`src/rtl/mem_stage.sv`:
```
`timescale 1ns/1ps
// mem_stage: EX->WB memory-access stage; runs RISC-V loads/stores on a req/gnt/rvalid data port.
// Latency: pass-through 1 cycle; memory op 3 cycles with immediate gnt and rvalid, +1 per stalled cycle.
// Backpressure: result held in DONE while right_ready=0; left_ready stays low until the hand-off.
module mem_stage (
    input  logic         clk,
    input  logic         reset,
    input  logic [212:0] ex_ctrl_bus,
    input  logic         left_valid,
    output logic         left_ready,
    output logic         right_valid,
    input  logic         right_ready,
    output logic [102:0] mem_ctrl_bus,
    output logic [37:0]  mem_bypass,
    output logic         load_pending,
    output logic         dmem_req,
    output logic         dmem_we,
    output logic [31:0]  dmem_addr,
    output logic [3:0]   dmem_wstrb,
    output logic [31:0]  dmem_wdata,
    input  logic         dmem_gnt,
    input  logic         dmem_rvalid,
    input  logic [31:0]  dmem_rdata
);

    // Field positions inside the execute-stage bus.
    localparam int INST_VALID_BIT = 198;
    localparam int PC_LO          = 134;
    localparam int INST_LO        = 102;
    localparam int WREG_IDX_LO    = 97;
    localparam int WREG_EN_BIT    = 96;
    localparam int RS2_LO         = 64;

    localparam logic [6:0] OPC_LOAD  = 7'b0000011;
    localparam logic [6:0] OPC_STORE = 7'b0100011;

    typedef enum logic [1:0] {
        IDLE  = 2'd0,
        ISSUE = 2'd1,
        WAIT  = 2'd2,
        DONE  = 2'd3
    } state_t;

    state_t state_q;
    state_t state_d;

    // Decode of the instruction currently offered by the execute stage.
    logic [6:0]  in_opcode;
    logic [2:0]  in_funct3;
    logic        in_inst_valid;
    logic [31:0] in_addr;
    logic [1:0]  in_off;
    logic [31:0] in_rs2;
    logic        in_is_load;
    logic        in_is_store;
    logic        in_is_mem;
    logic        accept;

    assign in_opcode     = ex_ctrl_bus[INST_LO +: 7];
    assign in_funct3     = ex_ctrl_bus[INST_LO + 12 +: 3];
    assign in_inst_valid = ex_ctrl_bus[INST_VALID_BIT];
    assign in_addr       = ex_ctrl_bus[31:0];
    assign in_off        = in_addr[1:0];
    assign in_rs2        = ex_ctrl_bus[RS2_LO +: 32];
    // Loads decode on opcode alone; a store only counts when the slot is a real instruction.
    assign in_is_load    = (in_opcode == OPC_LOAD);
    assign in_is_store   = (in_opcode == OPC_STORE) && in_inst_valid;
    assign in_is_mem     = in_is_load | in_is_store;

    assign left_ready = (state_q == IDLE) | ((state_q == DONE) & right_ready);
    assign accept     = left_valid & left_ready;

    // Held instruction and the registered memory request.
    logic [212:0] held_q;
    logic         is_load_q;
    logic         req_we_q;
    logic [31:0]  req_addr_q;
    logic [3:0]   req_wstrb_q;
    logic [31:0]  req_wdata_q;
    logic [31:0]  ld_data_q;

    logic [2:0]   held_funct3;
    logic [1:0]   held_off;
    logic [31:0]  held_result;

    assign held_funct3 = held_q[INST_LO + 12 +: 3];
    assign held_off    = held_q[1:0];
    assign held_result = held_q[31:0];

    // Store lane placement: strobes shifted by byte offset (overflow lanes fall off), data replicated.
    logic [3:0]  st_wstrb;
    logic [31:0] st_wdata;

    // Build byte strobes and replicated store data from funct3 and the address offset.
    always_comb begin
        st_wstrb = 4'b1111;
        st_wdata = in_rs2;
        case (in_funct3)
            3'b000: begin
                st_wstrb = 4'b0001 << in_off;
                st_wdata = {4{in_rs2[7:0]}};
            end
            3'b001: begin
                st_wstrb = 4'b0011 << in_off;
                st_wdata = {2{in_rs2[15:0]}};
            end
            default: begin
                st_wstrb = 4'b1111;
                st_wdata = in_rs2;
            end
        endcase
    end

    // Load data alignment and extension, based on the held instruction.
    logic [31:0] ld_shift;
    logic [31:0] ld_ext;

    // Shift the returned word down to the addressed byte, then sign/zero-extend by funct3.
    always_comb begin
        ld_shift = dmem_rdata >> {held_off, 3'b000};
        ld_ext   = ld_shift;
        case (held_funct3)
            3'b000:  ld_ext = {{24{ld_shift[7]}}, ld_shift[7:0]};
            3'b001:  ld_ext = {{16{ld_shift[15]}}, ld_shift[15:0]};
            3'b100:  ld_ext = {24'h0, ld_shift[7:0]};
            3'b101:  ld_ext = {16'h0, ld_shift[15:0]};
            default: ld_ext = ld_shift;
        endcase
    end

    // State register; reset abandons any in-flight access.
    always_ff @(posedge clk or negedge reset) begin
        if (!reset) begin
            state_q <= IDLE;
        end else begin
            state_q <= state_d;
        end
    end

    // Next-state: accept from IDLE/DONE, then gnt and rvalid advance a memory op to DONE.
    always_comb begin
        state_d = state_q;
        case (state_q)
            IDLE: begin
                if (accept) begin
                    state_d = in_is_mem ? ISSUE : DONE;
                end
            end
            ISSUE: begin
                if (dmem_gnt) begin
                    state_d = WAIT;
                end
            end
            WAIT: begin
                if (dmem_rvalid) begin
                    state_d = DONE;
                end
            end
            DONE: begin
                if (accept) begin
                    state_d = in_is_mem ? ISSUE : DONE;
                end else if (right_ready) begin
                    state_d = IDLE;
                end
            end
            default: state_d = IDLE;
        endcase
    end

    // Latch the whole instruction and precompute the request so it is stable through ISSUE.
    always_ff @(posedge clk or negedge reset) begin
        if (!reset) begin
            held_q      <= '0;
            is_load_q   <= 1'b0;
            req_we_q    <= 1'b0;
            req_addr_q  <= 32'h0;
            req_wstrb_q <= 4'h0;
            req_wdata_q <= 32'h0;
        end else if (accept) begin
            held_q      <= ex_ctrl_bus;
            is_load_q   <= in_is_load;
            req_we_q    <= in_is_store;
            req_addr_q  <= {in_addr[31:2], 2'b00};
            req_wstrb_q <= in_is_store ? st_wstrb : 4'h0;
            req_wdata_q <= in_is_store ? st_wdata : 32'h0;
        end
    end

    // Capture the extended load data as the response moves WAIT to DONE.
    always_ff @(posedge clk or negedge reset) begin
        if (!reset) begin
            ld_data_q <= 32'h0;
        end else if ((state_q == WAIT) && dmem_rvalid) begin
            ld_data_q <= ld_ext;
        end
    end

    logic [31:0] wb_data;

    assign wb_data      = is_load_q ? ld_data_q : held_result;
    assign right_valid  = (state_q == DONE);
    assign load_pending = ((state_q == ISSUE) || (state_q == WAIT)) && is_load_q;

    assign dmem_req   = (state_q == ISSUE);
    assign dmem_we    = req_we_q;
    assign dmem_addr  = req_addr_q;
    assign dmem_wstrb = req_wstrb_q;
    assign dmem_wdata = req_wdata_q;

    assign mem_ctrl_bus = {held_q[INST_VALID_BIT],
                           held_q[PC_LO +: 32],
                           held_q[INST_LO +: 32],
                           held_q[WREG_IDX_LO +: 5],
                           held_q[WREG_EN_BIT],
                           wb_data};

    assign mem_bypass = {wb_data, held_q[WREG_IDX_LO +: 5], held_q[WREG_EN_BIT] & right_valid};

    // alu_op, Imm, rs2/src1 are carried in the latch but not needed after accept.
    logic unused_held;
    assign unused_held = ^{held_q[212:199], held_q[197:166], held_q[95:32]};

endmodule

```
`config.mk`:
```
export PLATFORM = sky130hd
export DESIGN_NAME = mem_stage
export DESIGN_NICKNAME = d
export VERILOG_FILES = /design/src/rtl/mem_stage.sv
export SDC_FILE = /design/constraint.sdc
export NUM_CORES = 1
export LEC_CHECK = 0
export BUFFER_PORTS_ARGS = -buffer_cell sky130_fd_sc_hd__buf_2
export CAP_MARGIN = 20
export CORE_AREA = 2 2 183 185
export CTS_BUF_LIST = sky130_fd_sc_hd__clkbuf_4 sky130_fd_sc_hd__clkbuf_8
export DETAILED_ROUTE_END_ITERATION = 8
export DIE_AREA = 0 0 185 187
export GPL_TIMING_DRIVEN = 0
export PLACE_DENSITY = 0.58
export SYNTH_ARGS = -nofsm -noshare
export SYNTH_HDL_FRONTEND = slang
export SYNTH_SLANG_ARGS = --single-unit
export TNS_END_PERCENT = 20
```
`constraint.sdc`:
```
create_clock -name clk -period 2.45 [get_ports clk]
set_input_delay 0 -clock clk [delete_from_list [all_inputs] [get_ports clk]]
set_output_delay 0 -clock clk [all_outputs]
set_load 0.02 [all_outputs]
```
==> summary.md <==
| Metric | Value |
|---|---|
| Final Hold Viols | `0` |
| Nets | `1810` |
| DRT Wirelength | `32500 um` |
| Vias in the first global route | `8858` |
| Post-synth EDFFs | `0` |
| Least-Margin Pin Slew | `between 0.7 and 0.8 ns` |
| Post-DR vias/cell | `4.26` |
| 1st-iter DRT viols | `approximately 390` |
| Synth Register Bits | `175` |
| Total power | `0.0152 W` |
| Area grow syn2layout | `53.3%` |
| Finish-stage setup viols | `0` |
| WS Path Type | `reg2reg` |
| DRT antenna net count | `0` |
| Status | `completed` |
| First-pass GRT wire length | `49100 um` |
| Antenna Cells | `0` |
| Die H | `187 um` |
| Fin Clk Skew | `0.0113 ns` |
| Max Cap Violations | `0` |
| Clock Latency Late Sink | `0.48 ns` |
| Die width | `185 um` |
| Total gr overflow | `0` |
| Num CTS Buffers | `17` |
| Syn Std Cell Area | `8930 sq um` |
| WP data required | `2.86 ns` |
| Initial antenna violation count | `0` |
| Dpl hpwl | `23500 um` |
| First-pass DRT Iterations | `4` |
| Min-delay worst type | `in2async` |
| Fin. max-slew vios | `0` |
| CTS Sinks | `175` |
| Slew margin rel. | `a little over half` |
| Cells after Synth | `970` |
| Synth Flop Type | `dfrtp_1` |
| Pwr dens | `1110 nW/um^2` |
| Top cell type's share of synthesized area | `approximately half` |
| CP Capture Type | `register` |
| Startpoint Class | `register` |
| Crit path max fanout | `9` |
| Most common cell after layout, fill and taps aside | `buf_2` |
| Routed WL per cell | `16.1 um` |
| RSZ-0062 raised after global routing | `yes` |
| Yosys warns | `0` |
| Share of cells above drive strength 1 | `38.3%` |
| CTS tree | `yes` |
| Netlist cell types | `45` |
| CTS Buffer Depth | `2` |
| CP max-delay cell | `nor3b_4` |
| Arrival time worst endpoint | `approximately 2.6 ns` |
| Initial Utilization | `between 20% and 30%` |
| Final Critical Period | `2.23 ns` |
| Total number of vias | `approximately 8600` |
| Core area | `32900 sq um` |
| Root Driver | `clkbuf_8` |
| DP Area | `11500 sq um` |
| Area contributors post-synth | `dfrtp_1 49%, nand2_1 15%, buf_4 12%` |
| IO Pins | `465` |
| Die Footprint | `34600 sq um` |
| # fillers | `~3300` |
| Port buffer count | `384` |
| Async set or reset register ratio after synthesis | `100%` |
| Commonest non-fill, non-tap cells in the layout | `398 x buf_2, 363 x nand2_1, 180 x dlygate4sd3_1, 174 x dfrtp_1, 142 x buf_4` |
| # DRC | `0` |
| Area leader, netlist | `dfrtp_1` |
| Rows | `67` |
| Max VDD drop | `0.000498 V` |
| Gr usage total | `18.6%` |
| Critical Path Max Stage Delay | `0.49 ns` |
| Synth Area per Inst | `9.21 sq um` |
| Highest Clock Rate | `about 0.45 GHz` |
| RePlAce Congestion | `0.858` |
| Pin count of the biggest net entering global routing | `roughly 110` |
| Cell area after layout | `~14000 sq um` |
| Sequential share of the synthesized area | `49.0%` |
| CP cell instances | `inv_1 > ha_1 > nand2_1 > nor3b_4 > nor2b_1 > buf_2 > a221o_1` |
| Final period util | `91.2%` |
| H-tree depth | `4` |
| Leak pwr | `7.44 nW` |
| Clk slew on worst S/H paths | `about 0.10 ns` |
## state kept, by name, indices dropped and copies added (netlist names)
name,cells
state_q,2
dmem_we,1
dmem_wdata,32
is_load_q,1
held_q,103
ld_data_q,32
dmem_wstrb,4
## report_power, final
part | internal (W) | leakage [nW] | total, W | switching, W
clock network | 0.00103 | 0.208 | 0.00222 | 0.00119
logic | 0.00366 | 4.99 | 0.00835 | 0.00468
registers | 0.00395 | 2.23 | 0.00467 | 0.000725
total | 0.00864 | 7.44 | 0.0152 | 0.00660
## stage by stage
step	setup TNS (ns)	utilization, %	hold WS [ns]	setup slack [ns]	cells
floorplan	0	-	-0.296	0.474	971
global placement	-293.81	34.7	0.192	-1.69	1803
detailed placement	-0.112	34.9	-0.0190	-0.0372	1804
CTS	0	41.6	0.00245	0.0258	2013
global route	-0.00406	41.7	0.0183	-0.00406	2013
finish	0	41.7	0.0522	0.215	2013
## final cells by class
type                    instances  area (sq um)  share of cell area, %
multi-input cells             599          3260                   23.9
clock inverters                13           178                   1.30
inverters                       5          18.8                  0.137
clock buffers                  17           234                   1.71
well taps                     448           561                   4.10
repair buffers                565          3760                   27.5
plain buffers                 191          1290                   9.42
flip-flops and latches        175          4380                   32.0
## cell usage after synthesis (3+ instances only)
master,number
nand2_1,363
dfrtp_1,175
buf_4,141
mux2_1,37
o21ai_1,35
mux2i_1,33
clkbuf_1,30
o21ai_0,21
a221o_1,17
buf_2,17
nor2_1,17
a22o_1,12
a21oi_1,10
o2bb2ai_1,7
a21oi_2,6
ha_1,5
inv_1,5
and2_1,4
mux2_2,4
nor2b_1,4
buf_1,3
## worst paths after layout
check	slack, ns	end	depth (start not counted)	startpoint
max in group asynchronous	1.36	is_load_q	3	reset
worst min-delay path	0.05	held_q[10]	2	reset
min in group clk	0.05	dmem_wdata[8]	5	ex_ctrl_bus[114]
worst max-delay path	0.22	ld_data_q[25]	7	state_q[0]
worst min register to register	0.48	held_q[152]	2	held_q[152]
worst max register to register	0.22	ld_data_q[25]	7	state_q[0]
## what timing repair did
item / CTS / global route
setup buffers: 0 / 0
hold buffers: 180 / 0
resized for setup: 5 / 13
setup endpoints to repair: 70 / 99
hold endpoints to repair: 262 / 0
## cells by family (layout without fill, tap and decap cells)
| family | after synthesis | in the layout | synth area share (%) |
|---|---|---|---|
| compound gates | 117 | 117 | 9.11 |
| simple gates | 400 | 400 | 17.5 |
| other cells | 1 | 2 | 0.0420 |
| buf+inv | 197 | 791 | 14.5 |
| fa+ha+maj | 5 | 5 | 0.700 |
| flops | 175 | 175 | 49.0 |
| mux | 75 | 75 | 9.12 |
## critical path, delay by kind of cell (launching register included)
| kind | cells | cell delay (ns) |
|---|---|---|
| AND/OR/NAND/NOR | 3 | 0.98 |
| adder cells (fa/ha/maj) | 1 | 0.24 |
| AO/OA/AOI/OAI | 1 | 0.17 |
| flip-flops | 1 | 0.43 |
| buffers and inverters | 2 | 0.33 |
## layer usage
| layer | vias to the layer above | GRT usage, % | wire (um) |
|---|---|---|---|
| met2 | 320 | 33.1 | 16400 |
| met4 | 0 | 5.16 | 594 |
| met3 | 26 | 4.75 | 2110 |
| met1 | 4041 | 22.1 | 13400 |
| li1 | 4191 | - | - |
| met5 | - | 0 | 0 |
Note: power is estimated with default switching activity, not from simulation.
